**src/rtl/serial_add_sched_pkg.sv**
```systemverilog
// serial_add_sched_pkg: shared FSM state type and requester IDs for serial_add_sched
package serial_add_sched_pkg;
  typedef enum logic [1:0] {IDLE = 2'd0, RUN = 2'd1, DONE = 2'd2} state_t;
  localparam logic REQ0 = 1'b0;
  localparam logic REQ1 = 1'b1;
endpackage

```
**src/rtl/serial_add_sched_fa.sv**
```systemverilog
// FullAdder: one-bit full adder, the only arithmetic element of the serial datapath
module FullAdder (
  input  logic a,
  input  logic b,
  input  logic c_in,
  output logic sum,
  output logic c_out
);
  assign sum = a ^ b ^ c_in;
  assign c_out = (a & b) | (c_in & (a ^ b));
endmodule

```
**src/rtl/serial_add_sched.sv**
```systemverilog
// serial_add_sched: round-robin scheduler sharing one bit-serial FullAdder between two requesters
module serial_add_sched
  import serial_add_sched_pkg::*;
#(
  parameter int WIDTH = 8
) (
  input  logic             clock,
  input  logic             clear,
  input  logic             req0,
  input  logic [WIDTH-1:0] a0,
  input  logic [WIDTH-1:0] b0,
  input  logic             req1,
  input  logic [WIDTH-1:0] a1,
  input  logic [WIDTH-1:0] b1,
  output logic             ack0,
  output logic             ack1,
  output logic             busy,
  output logic [WIDTH-1:0] sum,
  output logic             cout,
  output logic             done,
  output logic             done_id
);
  localparam int CW = $clog2(WIDTH);
  state_t state;
  logic [CW-1:0] cnt;
  logic carry, last_grant, fa_s, fa_c, grant, win;
  logic [WIDTH-1:0] a_sr, b_sr, r_sr;
  always_comb begin
    grant = req0 | req1;
    win = (req0 && req1) ? ~last_grant : (req1 ? REQ1 : REQ0);
  end
  FullAdder u_fa (.a(a_sr[0]), .b(b_sr[0]), .c_in(carry), .sum(fa_s), .c_out(fa_c));
  always_ff @(posedge clock or posedge clear) begin
    if (clear) begin
      state <= IDLE;
      cnt <= '0;
      carry <= 1'b0;
      a_sr <= '0;
      b_sr <= '0;
      r_sr <= '0;
      sum <= '0;
      cout <= 1'b0;
      done <= 1'b0;
      ack0 <= 1'b0;
      ack1 <= 1'b0;
      busy <= 1'b0;
      done_id <= REQ0;
      last_grant <= REQ1;
    end else begin
      ack0 <= 1'b0;
      ack1 <= 1'b0;
      done <= 1'b0;
      case (state)
        IDLE: if (grant) begin
          a_sr <= win ? a1 : a0;
          b_sr <= win ? b1 : b0;
          carry <= 1'b0;
          cnt <= '0;
          last_grant <= win;
          done_id <= win;
          ack0 <= (win == REQ0);
          ack1 <= (win == REQ1);
          busy <= 1'b1;
          state <= RUN;
        end
        RUN: begin
          carry <= fa_c;
          r_sr <= {fa_s, r_sr[WIDTH-1:1]};
          a_sr <= a_sr >> 1;
          b_sr <= b_sr >> 1;
          cnt <= cnt + 1'b1;
          if (cnt == CW'(WIDTH - 1)) begin
            sum <= {fa_s, r_sr[WIDTH-1:1]};
            cout <= fa_c;
            done <= 1'b1;
            state <= DONE;
          end
        end
        default: begin
          busy <= 1'b0;
          state <= IDLE;
        end
      endcase
    end
  end
endmodule

```
**config.mk**
```make
export PLATFORM = sky130hd
export DESIGN_NAME = serial_add_sched
export DESIGN_NICKNAME = d
export VERILOG_FILES = /design/src/rtl/serial_add_sched_pkg.sv /design/src/rtl/serial_add_sched_fa.sv /design/src/rtl/serial_add_sched.sv
export SDC_FILE = /design/constraint.sdc
export NUM_CORES = 1
export LEC_CHECK = 0
export CORE_MARGIN = 4
export CORE_UTILIZATION = 30
export DETAILED_ROUTE_END_ITERATION = 10
export PLACE_DENSITY = 0.6
export SLEW_MARGIN = 20
export SYNTH_ARGS = -nofsm -noshare
export SYNTH_HDL_FRONTEND = slang
export SYNTH_HIERARCHICAL = 1
export SYNTH_SLANG_ARGS = --single-unit
```
**constraint.sdc**
```tcl
create_clock -name clock -period 2.6 [get_ports clock]
set_input_delay 0.78 -clock clock [delete_from_list [all_inputs] [get_ports clock]]
set_output_delay 0.78 -clock clock [all_outputs]
set_load 0.005 [all_outputs]
```
=== Word level (Yosys, flattened, before mapping) ===
Cells that the tools add are included.

* Add/sub/neg operators: 1
* Equality and inequality tests: 4
* Muxes and demuxes: 23
* Bitwise logic cells: 9
* Reductions and logical operators: 8

{| class="wikitable"
|+ Operator list
! operator !! number
|-
| 8-bit two-way mux || 4
|-
| 8-bit one-hot mux with 2 select lines || 2
|-
| 1-bit two-way mux || 10
|-
| 2-bit AND reduction || 5
|-
| 3-bit one-hot mux with 2 select lines || 1
|-
| 2-bit two-way mux || 2
|-
| 2-bit != test, second input constant || 2
|-
| 1-bit one-hot mux with 2 select lines || 2
|-
| 2-bit one-hot mux with 2 select lines || 1
|-
| 3-bit by 1-bit adder with 3-bit output, second input constant || 1
|-
| 3-bit equality test, second input constant || 1
|-
| 3-bit two-way mux || 1
|-
| 1-bit NOT || 3
|-
| 1-bit bitwise AND || 2
|-
| 2-bit by 1-bit equality test with 1-bit output, second input constant || 1
|-
| 2-bit logical NOT || 1
|-
| 1-bit OR || 2
|-
| 2-bit nonzero test || 1
|-
| 1-bit bitwise XOR || 2
|-
| 1-bit logical AND || 1
|}

* Flip-flop bits (word level): 45
* Input port bits: 36

=== Longest topological paths before layout ===
Gate-level depths: netlist (run 1).

* Depth in word-level cells: 5
* Gate-level depth with buffers: 6
* Depth with buffers taken out: 5

=== Modules after synthesis ===
Netlist (run 1), hierarchy kept.

{| class="wikitable"
|+ By module, submodules not included
! module !! times used !! cells an instance !! area each (um^2) !! sequential area each (um^2)
|-
| serial_add_sched || 1 || 156 || 1966.9 || 1102.3
|-
| FullAdder || 1 || 1 || 20.0 || 0.0
|}

=== Least setup slack after synthesis (run 1) ===
OpenSTA, ideal clock, no wires.

* Kind: input to register
* From: input port req1
* To: register a_sr[1]
* Arrival: 1478 ps
* Data required time: 2466 ps
* Path slack: 988 ps
* Stages: 5
* Path buffers: 2
* Cell sequence: a21boi_2 > buf_6 > buf_12 > mux2i_1 > o211ai_2

* Longest elaborated chain between the ends: 5

{| class="wikitable"
|+ RTL lines
! item !! RTL line !! RTL
|-
| start: declaration || serial_add_sched.sv:12 || <nowiki>input logic req1,</nowiki>
|-
| 1-bit two-way mux or 1-bit logical AND (tied branches) || serial_add_sched.sv:30 || <nowiki>win = (req0 && req1) ? ~last_grant : (req1 ? REQ1 : REQ0);</nowiki>
|-
| 1-bit two-way mux || serial_add_sched.sv:30 ||
|-
| 8-bit two-way mux || serial_add_sched.sv:55 || <nowiki>a_sr <= win ? a1 : a0;</nowiki>
|-
| 8-bit two-way mux || serial_add_sched.sv:54 || <nowiki>IDLE: if (grant) begin</nowiki>
|-
| 8-bit one-hot mux with 2 select lines || serial_add_sched.sv:53 || <nowiki>case (state)</nowiki>
|-
| end signal: assignment || serial_add_sched.sv:55 ||
|-
| end signal: assignment || serial_add_sched.sv:69 || <nowiki>a_sr <= a_sr >> 1;</nowiki>
|-
| end: declaration || serial_add_sched.sv:27 || <nowiki>logic [WIDTH-1:0] a_sr, b_sr, r_sr;</nowiki>
|}

Several ways; a longest one is shown, not always the timed one. The select of a mux whose other input is x is not followed.
A chain may end at the register's enable or synchronous reset.

=== Worst setup path after layout (run 1) ===
* From: input port req1
* To: register a_sr[6]

Same word-level chain as after synthesis.

==> run metrics, run 1 <==
HP Class flip-flop to flip-flop; FP Rows 29; hold path depth 1; Ports 50; TritonCTS clock tree built; YS warnings 6; Slew @ Worst Pin 0.6194 ns; vias in the first global route 1368; CP startpoint kind input port; CTS buffer count 5; synth top area cells dfrtp_1 (54%), mux2i_1 (7.1%), mux2_1 (6.2%); syn_nets 196; post-synthesis xor/xnor area fraction 0%; RSZ-0062 raised after global routing false; sequential-to-total area share from yosys stat 55.48%; crit path kind input port to flip-flop; Post-synth top cells dfrtp_1 (43), mux2i_1 (14), nand2_1 (14), o21ai_0 (14), o211ai_1 (13); Post-synth EDFFs 0; Yosys top cell by area dfrtp_1; Final Util 41.50%; Post-route DRC 0; Critical Path RT 2.77 ns; first-pass GRT wire length 6.782 mm; Syn-to-layout area delta 33.38%; post-route ant nets 0; DR vias/cell 4.736; Clock Latency Late Sink 0.29 ns; clock tree buffer depth 2; Initial Utilization a little under a third; total congestion overflow 0; R2R cell count 5; Total Routing Usage GR 11.24%; Critical Path, Cell by Cell clkdlybuf4s50_1, a21boi_2, buf_12, mux2i_1, o211ai_1; Slew headroom around 59%; Post-CTS Resized 0; total power about 2.5 mW; Clock Pin Slew Worst Setup and Hold Paths around 0.080 ns; #FFs+latches synth between 40 and 50; Critical Path Fanout Max 17; Synth Instances approximately 160; max-cap check violation count 0; # hold bufs at CTS 0; part of the cycle the worst path needs a little under 80%; Compound-Gate Fraction of Synth Area 14.80%; gp weighted congestion 0.7445; Core ar. 0.006386 mm²; min Tclk post-route 2.015 ns; drt wl/cell 14.08 µm; die footprint 0.007989 mm²; syn_area_per_cell about 13 µm²; Post-synth top flop dfrtp_1; Max VDD drop approximately 0.29 mV; synthesized cell area 0.001987 mm²; top cell type's share of synthesized area 54.16%; Detailed Routing Iterations Pass 1 4; hpwl dp 2.867 mm; Adder-Cell Fraction of Synth Area 2.267%; Die H 89.38 µm; share of layout cells above drive strength 1 ~14%; root buffer cell clkbuf_8; dominant cell by count in the synthesized netlist dfrtp_1; count of final hold-check violations 0; RR Startpoint state[1]; fin worst setup slack 0.5848 ns; main combinational cell family by area after synthesis multiplexers; outcome completed; Max Clock Freq 0.4962 GHz; Crit. End Element flip-flop; postcts setup bufs 0; I/O Buffers 49; WL final about 4.1 mm; final setup vio count 0; post-synthesis mux area share 16.69%; flop2flop setup slack ~0.84 ns; post-place setup slack roughly 0.25 ns; Inserted Diodes 0; simple-gate share of the synthesized area 5.227%; LEAKAGE between 1 and 1.5 nW; Min-Delay Endpoint sum[1]; count of cell types in the netlist 33; H-tree levels 2; Num Clock Sinks 44; hold path startpoint sum[1]; largest stage delay on the critical path 0.59 ns; Async SR Flop Fraction 100.0%; crit path max-delay cell type clkdlybuf4s50_1; Setup TNS 0 ns; via count 1364; FF-to-FF End sum[0]; initial antenna violation count 0; DRT iter0 DRCs between 50 and 60; Final nets about 250; Pwr Density 929.5 mW/mm²; Die Span X between 80 and 90 µm; Max Clock Skew 0.002441 ns; Slew Limit Fails 0; Critical Path AT roughly 2.2 ns; largest net degree at the start of global routing 45
[worst max-delay path, delay by kind of cell]
family / cells / cell delay (ns)
buffers and inverters: 2 / 0.78
AOI/OAI and AO/OA: 2 / 0.36
muxes: 1 / 0.26
[state kept, by name, summed over array words and instances (netlist names)]
register,cells
a_sr,8
ack0,1
ack1,1
b_sr,8
busy,1
carry,1
cnt,3
cout,1
done,1
done_id,1
last_grant,1
r_sr,7
state,2
sum,8
[report_power, final]
part	internal, mW	switching, mW	leakage, nW	total, mW
clock	0.217	0.220	0.0455	0.437
sequential	0.967	0.170	0.557	1.14
combinational	0.526	0.362	0.557	0.888
total	1.71	0.752	1.16	2.46
[cells in the final DEF (no fill, tap or decap), types with 2 or more instances in the layout]
cell type / instances
clkdlybuf4s50_1: 49
inv_2: 2
clkbuf_1: 2
inv_1: 4
and3_1: 2
mux2_1: 11
o21ai_0: 14
a22o_1: 3
buf_4: 6
clkbuf_8: 6
mux2i_1: 14
nand2_1: 14
o211ai_1: 13
a221o_1: 2
ha_1: 2
dfrtp_1: 43
mux2_2: 6
a21oi_1: 3
[through the flow]
stage / instance area [µm²] / std cells / hold slack (ns)
after floorplan: 1987 / 157 / 0.4541
after detailed placement: 2560 / 280 / 0.4749
after global routing: 2650 / 288 / 0.5026
final: 2650 / 288 / 0.4904
after global placement: 2560 / 280 / 0.4683
after CTS: 2650 / 288 / 0.4933
[layer usage]
metal	global-route usage (%)	up-vias	share of wire [%]
met5	0	-	0
met3	3.687	6	7.5
met2	15.20	36	42
met4	4.465	0	1.8
met1	16.45	655	48
li1	-	667	-
[worst max-delay path by stage]
stage | start | endpoint | depth (start not counted) | slack [ns]
global placement | req1 | a_sr[5] | 5 | 0.31
finish | req1 | a_sr[6] | 5 | 0.58
CTS | req1 | a_sr[6] | 5 | 0.59
detailed placement | req1 | a_sr[6] | 5 | 0.25
floorplan | clear | a_sr[0] | 1 | 0.79
global route | req1 | a_sr[6] | 5 | 0.51
[logic make-up (layout without fill, tap and decap cells)]
family / count (synthesis) / after routing
multiplexers: 31 / 31
adder cells (fa/ha/maj): 3 / 3
AND/OR/NAND/NOR: 22 / 22
AO/OA/AOI/OAI: 40 / 40
buffers and inverters: 17 / 71
flip-flops: 44 / 44
[cell type report]
class,count,area (µm²)
sequential,44,1102
clock buffer,8,90.09
tap,77,96.34
inverter,7,28.78
fill,624,3736
multi-input combinational,96,777.0
timing repair buffer,56,555.5
Power figures use the tool's default switching activity.
==> run 2, diff against run 1 <==
PLACE_DENSITY = 0.62   (was 0.6)
clock period = 1.6 ns   (was 2.6 ns; I/O delays follow)
==> run 2 against run 1 <==
  * Sequential share of layout area decreased by 2.4 points
  * Clock skew increased by 0.0022 ns
  * Setup slack got worse by 0.44 ns
  * Wire length increased by 7.1%
  * Cell count increased by 3.5%
  * Register-to-register slack got worse by 0.69 ns
  * Largest power group unchanged
==> run metrics, run 2 (synthesis results as in run 1) <==
Clock Pin Slew Worst Setup and Hold Paths 0.08 ns (about the same); via count 1418 (+4.0%); FP Rows 29 (unchanged); root buffer cell clkbuf_8; Core ar. 0.006386 mm² (unchanged); Inserted Diodes 0 (unchanged); Max Clock Skew 0.004660 ns (+0.002220 ns); DRT met1 WL 2.104 mm (+7.5%); WL final 4.346 mm (+7.1%); Syn-to-layout area delta 41.56%; clock tree buffer depth 2 (unchanged); min Tclk post-route between 1 and 1.5 ns; Setup TNS 0 ns (unchanged); Num Clock Sinks 44 (unchanged); hpwl dp 3.056 mm (+6.6%); RSZ-0062 raised after global routing false; Max VDD drop 0.4813 mV (+66%); CP startpoint kind flip-flop; Die Span X 89.38 µm (unchanged); DR vias/cell 4.758 (+0.47%); Max Clock Freq 0.6885 GHz; part of the cycle the worst path needs 90.78%; Critical Path RT 1.78 ns (-0.99 ns); Clock Latency Late Sink 0.29 ns (about the same); CTS buffer count 5 (unchanged); LEAKAGE 1.306 nW (+13%); TritonCTS clock tree built; H-tree levels 2 (unchanged); max-cap check violation count 0 (unchanged); final setup vio count 0 (unchanged); Final Non-Filler Cells 298 (+3.5%); Post-route DRC 0 (unchanged); crit path kind flip-flop to flip-flop; Critical Path AT 1.63 ns (-0.55 ns); register area 0.001102 mm² (unchanged); Placed Instance Area 0.002638 mm² (+3.0%); Initial Utilization 31.11% (unchanged); outcome completed; area of the multi-input gates 799.5 µm² (+2.9%); post-route ant nets 0 (unchanged); most common cell after layout, fill and taps aside dfrtp_1; vias in the first global route 1460 (+6.7%); Inst Count DP 287 (+2.5%); die footprint 0.007989 mm² (unchanged); HP Class input port to asynchronous set/reset pin; Critical Path Fanout Max 8 (-9); I/O Buffers 49 (unchanged); total congestion overflow 0 (unchanged); gp weighted congestion 0.7394 (-0.69%); Final nets 259 (+4.0%); highest routed layer met4; Met2 Wirelength 1.860 mm (+8.1%); minimum hold slack 0.4372 ns (-0.05319 ns); Ports 50 (unchanged); share of layout cells above drive strength 1 19.46% (+5.2 points); Slew @ Worst Pin 0.3797 ns (-0.2397 ns); Crit. End Element flip-flop; Slew headroom 74.69% (+16 points); WL met3 299 µm (-1.6%); Total Routing Usage GR 11.24% (about the same); post-place setup slack -0.2974 ns (-0.5520 ns); Post-Layout Inst Area 0.002813 mm² (+6.1%); Die H 89.38 µm (unchanged); first-pass GRT wire length 6.775 mm (-0.10%); most frequent cells in the layout dfrtp_1 (43), clkdlybuf4s50_1 (33), nand2_1 (14), o21ai_0 (14), dlygate4sd2_1 (14); Fillers 613 (-1.8%); fin worst setup slack 0.1475 ns (-0.4373 ns); Regs by FF count a_sr (8), b_sr (8), sum (8); initial antenna violation count 0 (unchanged); Slew Limit Fails 0 (unchanged); Pwr Density 1477 mW/mm² (+59%); count of final hold-check violations 0 (unchanged); drt wl/cell 14.58 µm (+3.6%); largest net degree at the start of global routing 19 (-58%); DRT iter0 DRCs 60 (+9.1%); Detailed Routing Iterations Pass 1 4 (unchanged)
==> run 2: final timing paths <==
check,startpoint,to,slack (ns),depth (start not counted)
setup / recovery,cnt[0],sum[0],0.15,5
hold / removal,clear,sum[4],0.44,2
setup reg to reg,cnt[0],sum[0],0.15,5
hold reg to reg,sum[3],sum[3],0.49,1
max in group asynchronous,clear,ack1,0.79,3
min in group clock,sum[3],sum[3],0.49,1
==> run 2: through the flow <==
stage	total power, mW	util (%)
floorplan	2.737	-
global placement	3.355	41.30
detailed placement	3.391	41.30
CTS	4.143	42.83
global route	4.460	44.04
finish	4.154	44.04
==> run 2: power breakdown <==
group	leakage [nW]	switching, mW	internal [mW]	total, mW
registers	0.557	0.258	1.57	1.83
clock network	0.0552	0.364	0.463	0.827
logic	0.693	0.639	0.858	1.50
total	1.31	1.26	2.89	4.15
==> run 2: per-layer routing <==
layer | vias up | track usage [%]
met4 | 0 | 4.871
met1 | 691 | 15.15
met5 | - | 0
met2 | 36 | 16.48
met3 | 5 | 3.687
li1 | 686 | -
==> run 2: final cells by class <==
type                    instances  area share (%)
well taps                      77           3.425
multi-input cells              96           28.43
inverters                       7           1.023
clock inverters                 2           1.246
flip-flops and latches         44           39.19
repair buffers                 66           24.11
clock buffers                   6           2.580
==> run 2: what timing repair did <==
action / 4_1_cts / 5_1_grt
hold buffers: 0 / 0
resized for setup: 14 / 6
pin swaps: 0 / 2
cloned: 0 / 2
setup endpoints to repair: 14 / 8
buffers inserted: 1 / 0
==> run 2: critical path, stage by stage, from the launching register on <==
cell and delay, ns:
dfrtp_1 0.39, ha_1 0.20, ha_1 0.21, nand2_2 0.14
inv_4 0.08, mux2_1 0.31
==> run 3, diff against run 2 <==
CORE_UTILIZATION = 44   (was 30)
HOLD_SLACK_MARGIN = 0.1   (was unset)
PLACE_DENSITY = 0.83   (was 0.62)
==> run 3 against run 2 <==
  * Setup slack lost 0.0088 ns
  * Combinational power is essentially flat
  * Sequential share of layout area grew 0.71 points
  * Flip-flop and latch count is the same
  * Critical endpoint is now sum[2]
  * First-iteration DRC count grew 75%
  * Non-clock buffer count is the same
  * Clock-buffer cell count shrank 1
  * Power grew 1.6%
  * Maximum frequency shrank 0.60%
  * Utilization grew 19 points
==> run metrics, run 3 (synthesis results as in run 1) <==
largest net degree at the start of global routing 22 (+3); Fillers 326 (-47%); total congestion overflow 0 (unchanged); Core ar. 0.004354 mm² (-32%); Max VDD drop 0.8376 mV (+74%); Post-Layout Inst Area 0.002763 mm² (-1.8%); Ports 50 (unchanged); most frequent cells in the layout dfrtp_1 (43), clkdlybuf4s50_1 (33), nand2_1 (14), o21ai_0 (14), dlygate4sd2_1 (14); Inserted Diodes 0 (unchanged); CP startpoint kind flip-flop; Placed Instance Area 0.002599 mm² (-1.5%); DRT iter0 DRCs 105 (+75%); Critical Path Fanout Max 8 (unchanged); fin worst setup slack 0.1388 ns (-0.008774 ns); LEAKAGE 1.296 nW (-0.78%); drt wl/cell 15.50 µm (+6.3%); R2R cell count 5 (unchanged); most common cell after layout, fill and taps aside dfrtp_1; Critical Path AT 1.65 ns (+0.02 ns); total power 4.222 mW (+1.6%); FP Rows 24 (-17%); Post-route DRC 0 (unchanged); FF-to-FF End sum[2]; Max Clock Skew 0.01215 ns (+0.007492 ns); Detailed Routing Iterations Pass 1 4 (unchanged); I/O Buffers 49 (unchanged); die footprint 0.005655 mm² (-29%); H-tree levels 2 (unchanged); first-pass GRT wire length 6.858 mm (+1.2%); flop2flop setup slack 0.14 ns (about the same); initial antenna violation count 0 (unchanged); HP Class input port to asynchronous set/reset pin; minimum hold slack 0.4091 ns (-0.02815 ns); Num Clock Sinks 44 (unchanged); Critical Path RT 1.78 ns (about the same); Critical Path, Cell by Cell ha_1, ha_1, nand2_2, inv_4, mux2_1; Crit. End Element flip-flop; CTS buffer count 5 (unchanged); Buffers & Inverters on Critical Path 1 (unchanged); via count 1409 (-0.63%); Clock Latency Late Sink 0.31 ns (+0.02 ns); gp weighted congestion 0.7710 (+4.3%); clock tree buffer depth 2 (unchanged); Max Clock Freq 0.6843 GHz (-0.60%); Worst path most repeated cell ha_1; largest stage delay on the critical path 0.40 ns (about the same); max-cap check violation count 0 (unchanged); WL final 4.232 mm (-2.6%); post-place setup slack -0.3569 ns (-0.05941 ns); Syn-to-layout area delta 39.04%; DR vias/cell 5.161 (+8.5%); Die Span X 75.20 µm (-16%); crit path kind flip-flop to flip-flop; min Tclk post-route 1.461 ns (+0.008774 ns); hpwl dp 2.945 mm (-3.6%); share of layout cells above drive strength 1 19.91% (+0.45 points); TritonCTS clock tree built; Slew headroom 73.19% (-1.5 points); Regs by FF count a_sr (8), b_sr (8), sum (8); Inst Count DP 261 (-9.1%); final setup vio count 0 (unchanged); outcome completed; Final Non-Filler Cells 273 (-8.4%); count of final hold-check violations 0 (unchanged); vias in the first global route 1440 (-1.4%); Crit path max-delay family flip-flops; Die H 75.20 µm (-16%); root buffer cell clkbuf_8; Total Routing Usage GR 16.23% (+5.0 points); Clock Pin Slew Worst Setup and Hold Paths 0.09 ns (about the same); crit path max-delay cell type dfrtp_1; # hold bufs at CTS 0 (unchanged); RSZ-0062 raised after global routing false; Slew @ Worst Pin 0.4021 ns (+0.02242 ns); post-route ant nets 0 (unchanged); Initial Utilization 45.63% (+15 points); part of the cycle the worst path needs 91.33% (+0.55 points); Slew Limit Fails 0 (unchanged); Final nets 259 (unchanged); RR Startpoint cnt[0]; Pwr Density 1528 mW/mm² (+3.5%)
[run 3: cell types whose count changed in the layout (fill, tap and decap cells not counted)]
| cell | before | now |
|---|---|---|
| buf_4 | 12 | 13 |
| clkbuf_1 | 1 | 0 |
| clkbuf_16 | 2 | 1 |
| clkinv_2 | 1 | 0 |
| clkinvlp_4 | 0 | 1 |
| inv_6 | 0 | 1 |
| mux2i_2 | 0 | 1 |
| mux2i_4 | 1 | 0 |
[run 3: how the worst max path moves through the flow]
stage / slack [ns] / from / cells past startpoint / end
global placement: -0.27 / req1 / 5 / b_sr[1]
finish: 0.14 / cnt[0] / 5 / sum[2]
detailed placement: -0.36 / req1 / 5 / a_sr[1]
CTS: -0.01 / req1 / 5 / a_sr[1]
global route: 0.07 / cnt[0] / 5 / sum[1]
floorplan: 0.09 / clear / 1 / a_sr[0]
[run 3: per-stage QoR]
step | util (%) | setup TNS [ns]
2_1_floorplan | - | 0
6_report | 63.45 | 0
4_1_cts | 62.53 | -0.01152
5_1_grt | 63.45 | 0
3_5_place_dp | 59.68 | -5.980
3_3_place_gp | 59.68 | -5.023
[run 3: timing repair]
action,CTS,global route
resized for setup,15,4
buffers inserted,3,0
cloned,0,1
pin swaps,0,2
endpoints found under the setup margin,15,13
[run 3: report_power, final]
group          internal, mW  switching, mW  total [mW]
logic                 0.863          0.650        1.51
clock network         0.470          0.396       0.867
registers              1.57          0.271        1.84
[run 3: cell type report]
type	count	area [µm²]	area share, %
clock inverter	3	46.29	1.676
multi-input combinational	96	790.8	28.62
timing repair buffer	66	660.6	23.91
tap	52	65.06	2.355
clock buffer	5	68.82	2.491
sequential	44	1102	39.90
inverter	7	28.78	1.042
[run 3: per-layer routing]
metal | vias to the layer above | global-route usage [%] | share of wire (%)
met4 | 0 | 5.825 | 1.3
met3 | 5 | 5.607 | 6.3
met2 | 40 | 23.50 | 50
li1 | 681 | - | -
met1 | 683 | 22.74 | 43
met5 | - | 0 | 0
